==> src/rtl/shifter_pipe.sv <==
// shifter_pipe: parametrised, pipelined barrel shifter with valid/ready handshake.
// Shift amount is decomposed into log2(WIDTH) power-of-two mux levels; a
// register stage follows every LEVELS_PER_STAGE levels and the final level.
// A single global stall (in_ready) freezes every stage at once.
module shifter_pipe #(
  parameter int WIDTH            = 16,
  parameter int LEVELS_PER_STAGE = 2
) (
  input  logic                     clk,
  input  logic                     rst,
  input  logic                     in_valid,
  output logic                     in_ready,
  input  logic [WIDTH-1:0]         shift_in,
  input  logic [$clog2(WIDTH)-1:0] shift_val,
  input  logic [2:0]               mode,
  output logic                     out_valid,
  input  logic                     out_ready,
  output logic [WIDTH-1:0]         shift_out,
  output logic                     carry_out,
  output logic                     zero,
  output logic                     mode_err
);

  localparam int SHAMT_W = $clog2(WIDTH);
  localparam int LAT     = (SHAMT_W + LEVELS_PER_STAGE - 1) / LEVELS_PER_STAGE;

  // Internal operation encoding; both ROR encodings collapse to OP_ROR.
  localparam logic [2:0] OP_SLL = 3'd0;
  localparam logic [2:0] OP_SRA = 3'd1;
  localparam logic [2:0] OP_ROR = 3'd2;
  localparam logic [2:0] OP_SRL = 3'd3;
  localparam logic [2:0] OP_ROL = 3'd4;
  localparam logic [2:0] OP_RSV = 3'd5;

  // Everything that travels down the pipe with an operand.
  typedef struct packed {
    logic [WIDTH-1:0]   data;   // partially shifted value
    logic [SHAMT_W-1:0] amt;    // full shift amount, each level picks its bit
    logic [2:0]         op;     // decoded operation
    logic               carry;  // last bit shifted out so far (shifts only)
  } slot_t;

  // Registered result presented on the outputs.
  typedef struct packed {
    logic [WIDTH-1:0] data;
    logic             carry;
    logic             zero;
    logic             err;
  } res_t;

  logic             advance;
  logic [LAT-1:0]   valid_q;
  slot_t            in_slot;
  slot_t            fin;
  res_t             res_d;
  res_t             res_q;

  // Global stall: every stage moves together or not at all.
  assign out_valid = valid_q[LAT-1];
  assign in_ready  = !out_valid || out_ready;
  assign advance   = in_ready;

  // Decode the external mode into the internal op and build the level-0 slot.
  always_comb begin
    in_slot       = '0;
    in_slot.data  = shift_in;
    in_slot.amt   = shift_val;
    in_slot.carry = 1'b0;
    case (mode)
      3'b000:         in_slot.op = OP_SLL;
      3'b001:         in_slot.op = OP_SRA;
      3'b010, 3'b011: in_slot.op = OP_ROR;
      3'b100:         in_slot.op = OP_SRL;
      3'b101:         in_slot.op = OP_ROL;
      default:        in_slot.op = OP_RSV;
    endcase
  end

  // Mux levels: level k shifts by 2^k when amt[k] is set.
  for (genvar k = 0; k < SHAMT_W; k++) begin : g_lvl
    localparam int SH = 1 << k;
    slot_t lvl_in;
    slot_t lvl_out;

    if (k == 0) begin : g_src
      assign lvl_in = in_slot;
    end else if ((k % LEVELS_PER_STAGE) == 0) begin : g_src
      assign lvl_in = g_mid[(k / LEVELS_PER_STAGE) - 1].slot_q;
    end else begin : g_src
      assign lvl_in = g_lvl[k-1].lvl_out;
    end

    // Apply this level's power-of-two shift/rotate; the carry left by the
    // last level that actually shifts is the last bit shifted out overall.
    // SRA fills with the current MSB, which always equals the original
    // shift_in MSB because every earlier SRA level preserved it.
    always_comb begin
      // NOTE: copy the input first so every path assigns lvl_out; without
      // this default the unlisted cases would infer a latch.
      lvl_out = lvl_in;
      if (lvl_in.amt[k]) begin
        case (lvl_in.op)
          OP_SLL: begin
            lvl_out.data  = {lvl_in.data[WIDTH-SH-1:0], {SH{1'b0}}};
            lvl_out.carry = lvl_in.data[WIDTH-SH];
          end
          OP_SRA: begin
            lvl_out.data  = {{SH{lvl_in.data[WIDTH-1]}}, lvl_in.data[WIDTH-1:SH]};
            lvl_out.carry = lvl_in.data[SH-1];
          end
          OP_SRL: begin
            lvl_out.data  = {{SH{1'b0}}, lvl_in.data[WIDTH-1:SH]};
            lvl_out.carry = lvl_in.data[SH-1];
          end
          OP_ROR: begin
            lvl_out.data  = {lvl_in.data[SH-1:0], lvl_in.data[WIDTH-1:SH]};
          end
          OP_ROL: begin
            lvl_out.data  = {lvl_in.data[WIDTH-SH-1:0], lvl_in.data[WIDTH-1:WIDTH-SH]};
          end
          default: begin
            // Reserved op: operand passes through untouched.
          end
        endcase
      end
    end
  end

  // Intermediate register stages; the last stage is the result register below.
  for (genvar s = 0; s < LAT - 1; s++) begin : g_mid
    localparam int SRC = (s + 1) * LEVELS_PER_STAGE - 1;
    slot_t slot_q;

    // Capture the slot leaving this stage's last mux level on each advance.
    always_ff @(posedge clk or posedge rst) begin
      if (rst) begin
        slot_q <= '0;
      end else if (advance) begin
        // NOTE: non-blocking so each stage loads the value its neighbour held
        // before the edge, independent of block evaluation order.
        slot_q <= g_lvl[SRC].lvl_out;
      end
    end
  end

  // Valid bits shift alongside the data; a cleared bit is a bubble.
  if (LAT > 1) begin : g_vld
    always_ff @(posedge clk or posedge rst) begin
      if (rst) begin
        valid_q <= '0;
      end else if (advance) begin
        valid_q <= {valid_q[LAT-2:0], in_valid};
      end
    end
  end else begin : g_vld
    always_ff @(posedge clk or posedge rst) begin
      if (rst) begin
        valid_q <= '0;
      end else if (advance) begin
        valid_q <= in_valid;
      end
    end
  end

  assign fin = g_lvl[SHAMT_W-1].lvl_out;

  // Resolve flags on the fully shifted value: rotate carries come from the
  // result itself, reserved ops report an error and no carry.
  always_comb begin
    res_d       = '0;
    res_d.data  = fin.data;
    res_d.carry = fin.carry;
    res_d.err   = 1'b0;
    case (fin.op)
      OP_ROR:  res_d.carry = (|fin.amt) & fin.data[WIDTH-1];
      OP_ROL:  res_d.carry = (|fin.amt) & fin.data[0];
      OP_RSV: begin
        res_d.carry = 1'b0;
        res_d.err   = 1'b1;
      end
      default: begin
        // Shifts already carry the correct bit from the levels.
      end
    endcase
    res_d.zero = (fin.data == '0);
  end

  // Result register; held while the consumer is stalling.
  always_ff @(posedge clk or posedge rst) begin
    if (rst) begin
      // NOTE: the data path is reset as well as the valid bits, so shift_out
      // and the flags read 0 immediately on reset rather than stale values.
      res_q <= '0;
    end else if (advance) begin
      res_q <= res_d;
    end
  end

  assign shift_out = res_q.data;
  assign carry_out = res_q.carry;
  assign zero      = res_q.zero;
  assign mode_err  = res_q.err;

endmodule
==> config.mk <==
export PLATFORM = sky130hd
export DESIGN_NAME = shifter_pipe
export DESIGN_NICKNAME = d
export VERILOG_FILES = /design/src/rtl/shifter_pipe.sv
export SDC_FILE = /design/constraint.sdc
export NUM_CORES = 1
export LEC_CHECK = 0
export ABC_AREA = 1
export BUFFER_PORTS_ARGS = -buffer_cell sky130_fd_sc_hd__buf_2
export CAP_MARGIN = 40
export CORE_MARGIN = 10
export CORE_UTILIZATION = 45
export CTS_BUF_LIST = sky130_fd_sc_hd__clkbuf_2
export DETAILED_ROUTE_END_ITERATION = 7
export HOLD_SLACK_MARGIN = 0.15
export PLACE_DENSITY = 0.72
export SYNTH_ARGS = -nofsm -noshare
export SYNTH_HDL_FRONTEND = slang
export SYNTH_SLANG_ARGS = --single-unit
==> constraint.sdc <==
create_clock -name clk -period 1.9 [get_ports clk]
set_input_delay 0.19 -clock clk [delete_from_list [all_inputs] [get_ports clk]]
set_output_delay 0.19 -clock clk [all_outputs]
set_load 0.02 [all_outputs]
; ---- Word level (Yosys, flattened, before mapping)
; Index checks and enable logic that the tools add are counted.
[word_totals]
register_bits = 45
input_bits = 27
wordCells = 55
[op_classes]
n_eq_ne = 14
mux = 19
n_bitwise = 2
n_reduce_logical = 11
[op_table]
columns = operator, n
row1 = $pmux W16 S5, 3
row2 = $mux W16, 4
row3 = $pmux W16 S4, 1
row4 = $eq A3 B2 Y1 const B, 6
row5 = $logic_not A16 Y1, 1
row6 = $eq A3 B3 Y1 const B, 5
row7 = $pmux W3 S5, 1
row8 = $eq A3 B1 Y1 const B, 3
row9 = $logic_not A3 Y1, 3
row10 = $pmux W1 S2, 4
row11 = $reduce_or A2 Y1, 4
row12 = $mux W1, 5
row13 = $reduce_or A4 Y1, 1
row14 = $pmux W1 S3, 1
row15 = $and A1 B1 Y1, 2
row16 = $logic_not A1 Y1, 1
row17 = $logic_or A1 B1 Y1, 1

; ---- Logic depth before layout (Yosys ltp)
[logic_depth]
depth_word = 9
depth_mapped = 15
depth_no_buf = 14

; ---- Worst setup path after synthesis
; OpenSTA, ideal clock, no wires.
[synth_timing]
path_kind = flip-flop to flip-flop
start = register g_mid[0].slot_q (netlist bit fin[3])
end = register res_q (netlist bit zero)
setup_time_ps = 75
arrival_time_ps = 1512
t_required_ps = 1825
path_slack_ps = 313
stages_incl_launch_ff = 14
path_buffers = 2
period_less_slack_ps = 1587
cell_sequence = dfrtp_1 > buf_2 > inv_2 > nor2_2 > nor2_4 > buf_6 > nand3_1 > nand3_1 > nand2_1 > nand2_1 > nand2_1 > nor2_1 > nand3_1 > o21bai_2
[synth_between]
elab_chain_len = 6
word_cells_on_any_way = 11
classes_between = eq/ne (4) / mux (4) / reduce/logical (3)
[synth_lines]
columns = element, line_no
row1 = start: declaration, 132  ; slot_t slot_q;
row2 = start signal: assignment, 141  ; slot_q <= g_lvl[SRC].lvl_out;
row3 = $eq A3 B3 Y1 (tied with other cells), 102  ; case (lvl_in.op)
row4 = $pmux W16 S5, 102
row5 = $mux W16, 101  ; if (lvl_in.amt[k]) begin
row6 = $pmux W16 S4, 102
row7 = $mux W16 *, 101
row8 = $logic_not A16 Y1 *, 185  ; res_d.zero = (fin.data == '0);
row9 = end signal: assignment, 195  ; res_q <= res_d;
row10 = end: declaration, 56  ; res_t res_q;
; Mark *: on every way between the ends. The rest lies on a longest branch, timed or not.
; A chain may end at the register's enable or synchronous reset.

; ---- Worst setup path after layout
[layout_timing]
start = register g_mid[0].slot_q (netlist bit fin[2])
end = register res_q (netlist bit zero)
; Same word-level chain as after synthesis.

==> metrics <==
hold wc startpoint mode[2]; final core occ between 50% and 60%; Cell Rows 32; Setup crit start fin[2]$_DFFE_PP0P_; post-route DRC violation count 0; layout cells sized above 1 24.58%; pwr/cell area between 800 and 900 mW/mm^2; clock sinks 45; TritonCTS clock tree yes; Critical Path Fanout Max 8; Iteration-0 DRC Markers 300; final std cells w/o fill 753; most common cell after layout, fill and taps aside nand2_1; pin count of the biggest net entering global routing 58; Leak between 0.002 and 0.0025 uW; initial antenna violation count 0; Mapped Cells 569; crit-path cells buf_4, inv_2, nand2_4, nand2_8, nand2_8, nor2_4, o211ai_1, nand2_1, nor2_1, nand2_1, inv_1, nand2_1, o21bai_2; clk_skew 0.02710 ns; final setup fails 1; antenna viol nets, final 0; post-synthesis register bit count between 40 and 50; Netlist cell types 30; FF-to-FF Start fin[2]$_DFFE_PP0P_; min cycle time layout roughly 1.9 ns; Post-Synthesis Net Count 596; most frequent cells in the layout 211 x nand2_1, 92 x nand3_1, 47 x buf_2; Clock Path Buffers 2; Ant. Diodes 0; final worst slack -0.005384 ns; VDD IR-drop max 286.6 uV; global route overflow 0; Avg Cell Area, Syn a little over 6 sq um; vias in the first global route roughly 3700; routed wire length approximately 11 mm; clk root buf clkbuf_2; Final Max Tran Viols 0; Crit-path slowest cell dfrtp_1; cell taking the most area after synthesis dfrtp_1; DR vias 4073; die width approximately 110 um; final period utilization 100.3%; Vias/cell 5.409; first-pass GRT wire length 17.82 mm; crit-path max cell delay around 0.46 ns; Clk Latency, worst-skew pair between 0.4 and 0.5 ns; Critical Path Sink Type flip-flop; fin nets a little under 700; DPL Wire Length roughly 8.0 mm; die area approximately 0.012 sq mm; worst slew pin tran 0.5945 ns; Worst Path Buf+Inv 3; critical path arrival around 2.3 ns; gr usage total between 10% and 20%; max cap viols 0; sequential-to-total area share from yosys stat between 30% and 40%; initial core utilization 45.80%; Fin. Hold Viols 0; Final GP Congestion approximately 0.95; Area contributors post-synth dfrtp_1 32%, nand2_1 23%, nand3_1 14%; number of buffers created by CTS 5; startpoint types flip-flop; Rel. slew slack around three fifths; WL/cell around 15 um; dpl cells between 700 and 800; reg-to-reg slack, setup -0.005 ns; fmax around 520 MHz; # fillers 745; status complete, but fails checks; failing checks setup timing; area grow syn2layout 27.15%; Clock transition at path regs roughly 0.24 ns; Synthesis Warnings 0; Ports 48; worst min path class in -> reg; H-tree levels 2; Setup CP Type reg -> reg; required time of the critical path between 2 and 2.5 ns; cell mode on critical path nand2_1; RSZ-0062 raised after global routing true; Setup TNS -0.005384 ns; CP top delay family simple AND/OR/NAND/NOR gates; Yosys top cell area share between 30% and 40%; Port Buffers 47; DRT Pass-1 Iters 6; core area 0.007687 sq mm; mapped cell area between 0.003 and 0.004 sq mm; Die Ht around 110 um
[stage by stage]
stage / cell area (sq um) / total power (uW) / worst slack [ns] / hold slack, ns
5_1_grt: 4477 / 4150 / -0.06319 / 0.1794
2_1_floorplan: 3521 / 2574 / 0.3126 / 0.3110
3_3_place_gp: 3948 / 3109 / -0.01509 / 0.1991
6_report: 4477 / 3841 / -0.005384 / 0.2199
4_1_cts: 4200 / 3663 / 0.004422 / 0.2050
3_5_place_dp: 3948 / 3128 / -0.04820 / 0.2066
[what timing repair did]
action / CTS / global route
endpoints found under the setup margin: 2 / 6
endpoints found under the hold margin: 51 / 1
hold buffers: 7 / 1
pin swaps: 10 / 13
resized for setup: 10 / 42
buffers inserted: 9 / 14
cloned: 2 / 1
[worst reg2reg max path, cell delays in order, from the launching register on]
cell and delay [ns]:
dfrtp_1 0.46, buf_4 0.17, inv_2 0.07, nand2_4 0.10, nand2_8 0.13, nand2_8 0.09, nor2_4 0.26, o211ai_1 0.20
nand2_1 0.09, nor2_1 0.04, nand2_1 0.06, inv_1 0.04, nand2_1 0.07, o21bai_2 0.07
[cells in the mapped netlist, drive strengths merged]
cell      n
nand2   223
nand3   105
nor2     48
dfrtp    45
inv      44
o21ai    23
a21oi    18
buf      13
or2      13
clkbuf   11
a31oi     9
nand4     5
o211ai    5
nor3      2
o22ai     2
clkinv    1
o21a      1
o21bai    1
[per-layer routing]
layer	GRT usage, %	wire length, um	vias up
li1	-	-	2016
met1	23.89	4647	1855
met2	28.84	5193	164
met4	8.663	467	0
met3	2.796	652	38
met5	0	0	-
[worst paths after layout]
kind                                              endpoint  cells past startpoint
min                                     fin[3]$_DFFE_PP0P_                      3
min in group asynchronous                 zero$_DFFE_PP0P_                      3
max in group asynchronous  g_lvl[2].lvl_in[20]$_DFFE_PP0P_                      4
min reg2reg                         valid_q[1]$_DFFE_PP0P_                      2
max                                       zero$_DFFE_PP0P_                     13
max reg2reg                               zero$_DFFE_PP0P_                     13
[final cells by class]
class	instances	area (sq um)	area share, %
multi-input cells	456	2238	50.00
repair buffers	97	740.7	16.55
inverters	45	198.9	4.444
well taps	102	127.6	2.851
clock buffers	6	30.03	0.6708
flip-flops and latches	45	1126	25.15
clock inverters	2	15.01	0.3354
[power by group]
part	internal (uW)	switching (uW)	leakage, uW
Sequential	1180	171	0.000540
Combinational	791	1290	0.00172
Clock	94.9	318	0.0000252
[logic make-up after synthesis]
| group | Yosys count | share of synthesized area [%] |
|---|---|---|
| AND/OR/NAND/NOR | 396 | 49.86 |
| buffers and inverters | 69 | 8.671 |
| AO/OA/AOI/OAI | 59 | 9.489 |
| flip-flops | 45 | 31.98 |
[state kept, by name, summed over array words and instances, names as in the netlist]
| signal | count |
|---|---|
| fin | 7 |
| mode_err | 1 |
| valid_q | 2 |
| shift_out | 16 |
| zero | 1 |
| g_lvl.lvl_in | 17 |
| carry_out | 1 |
Power figures use the tool's default switching activity.
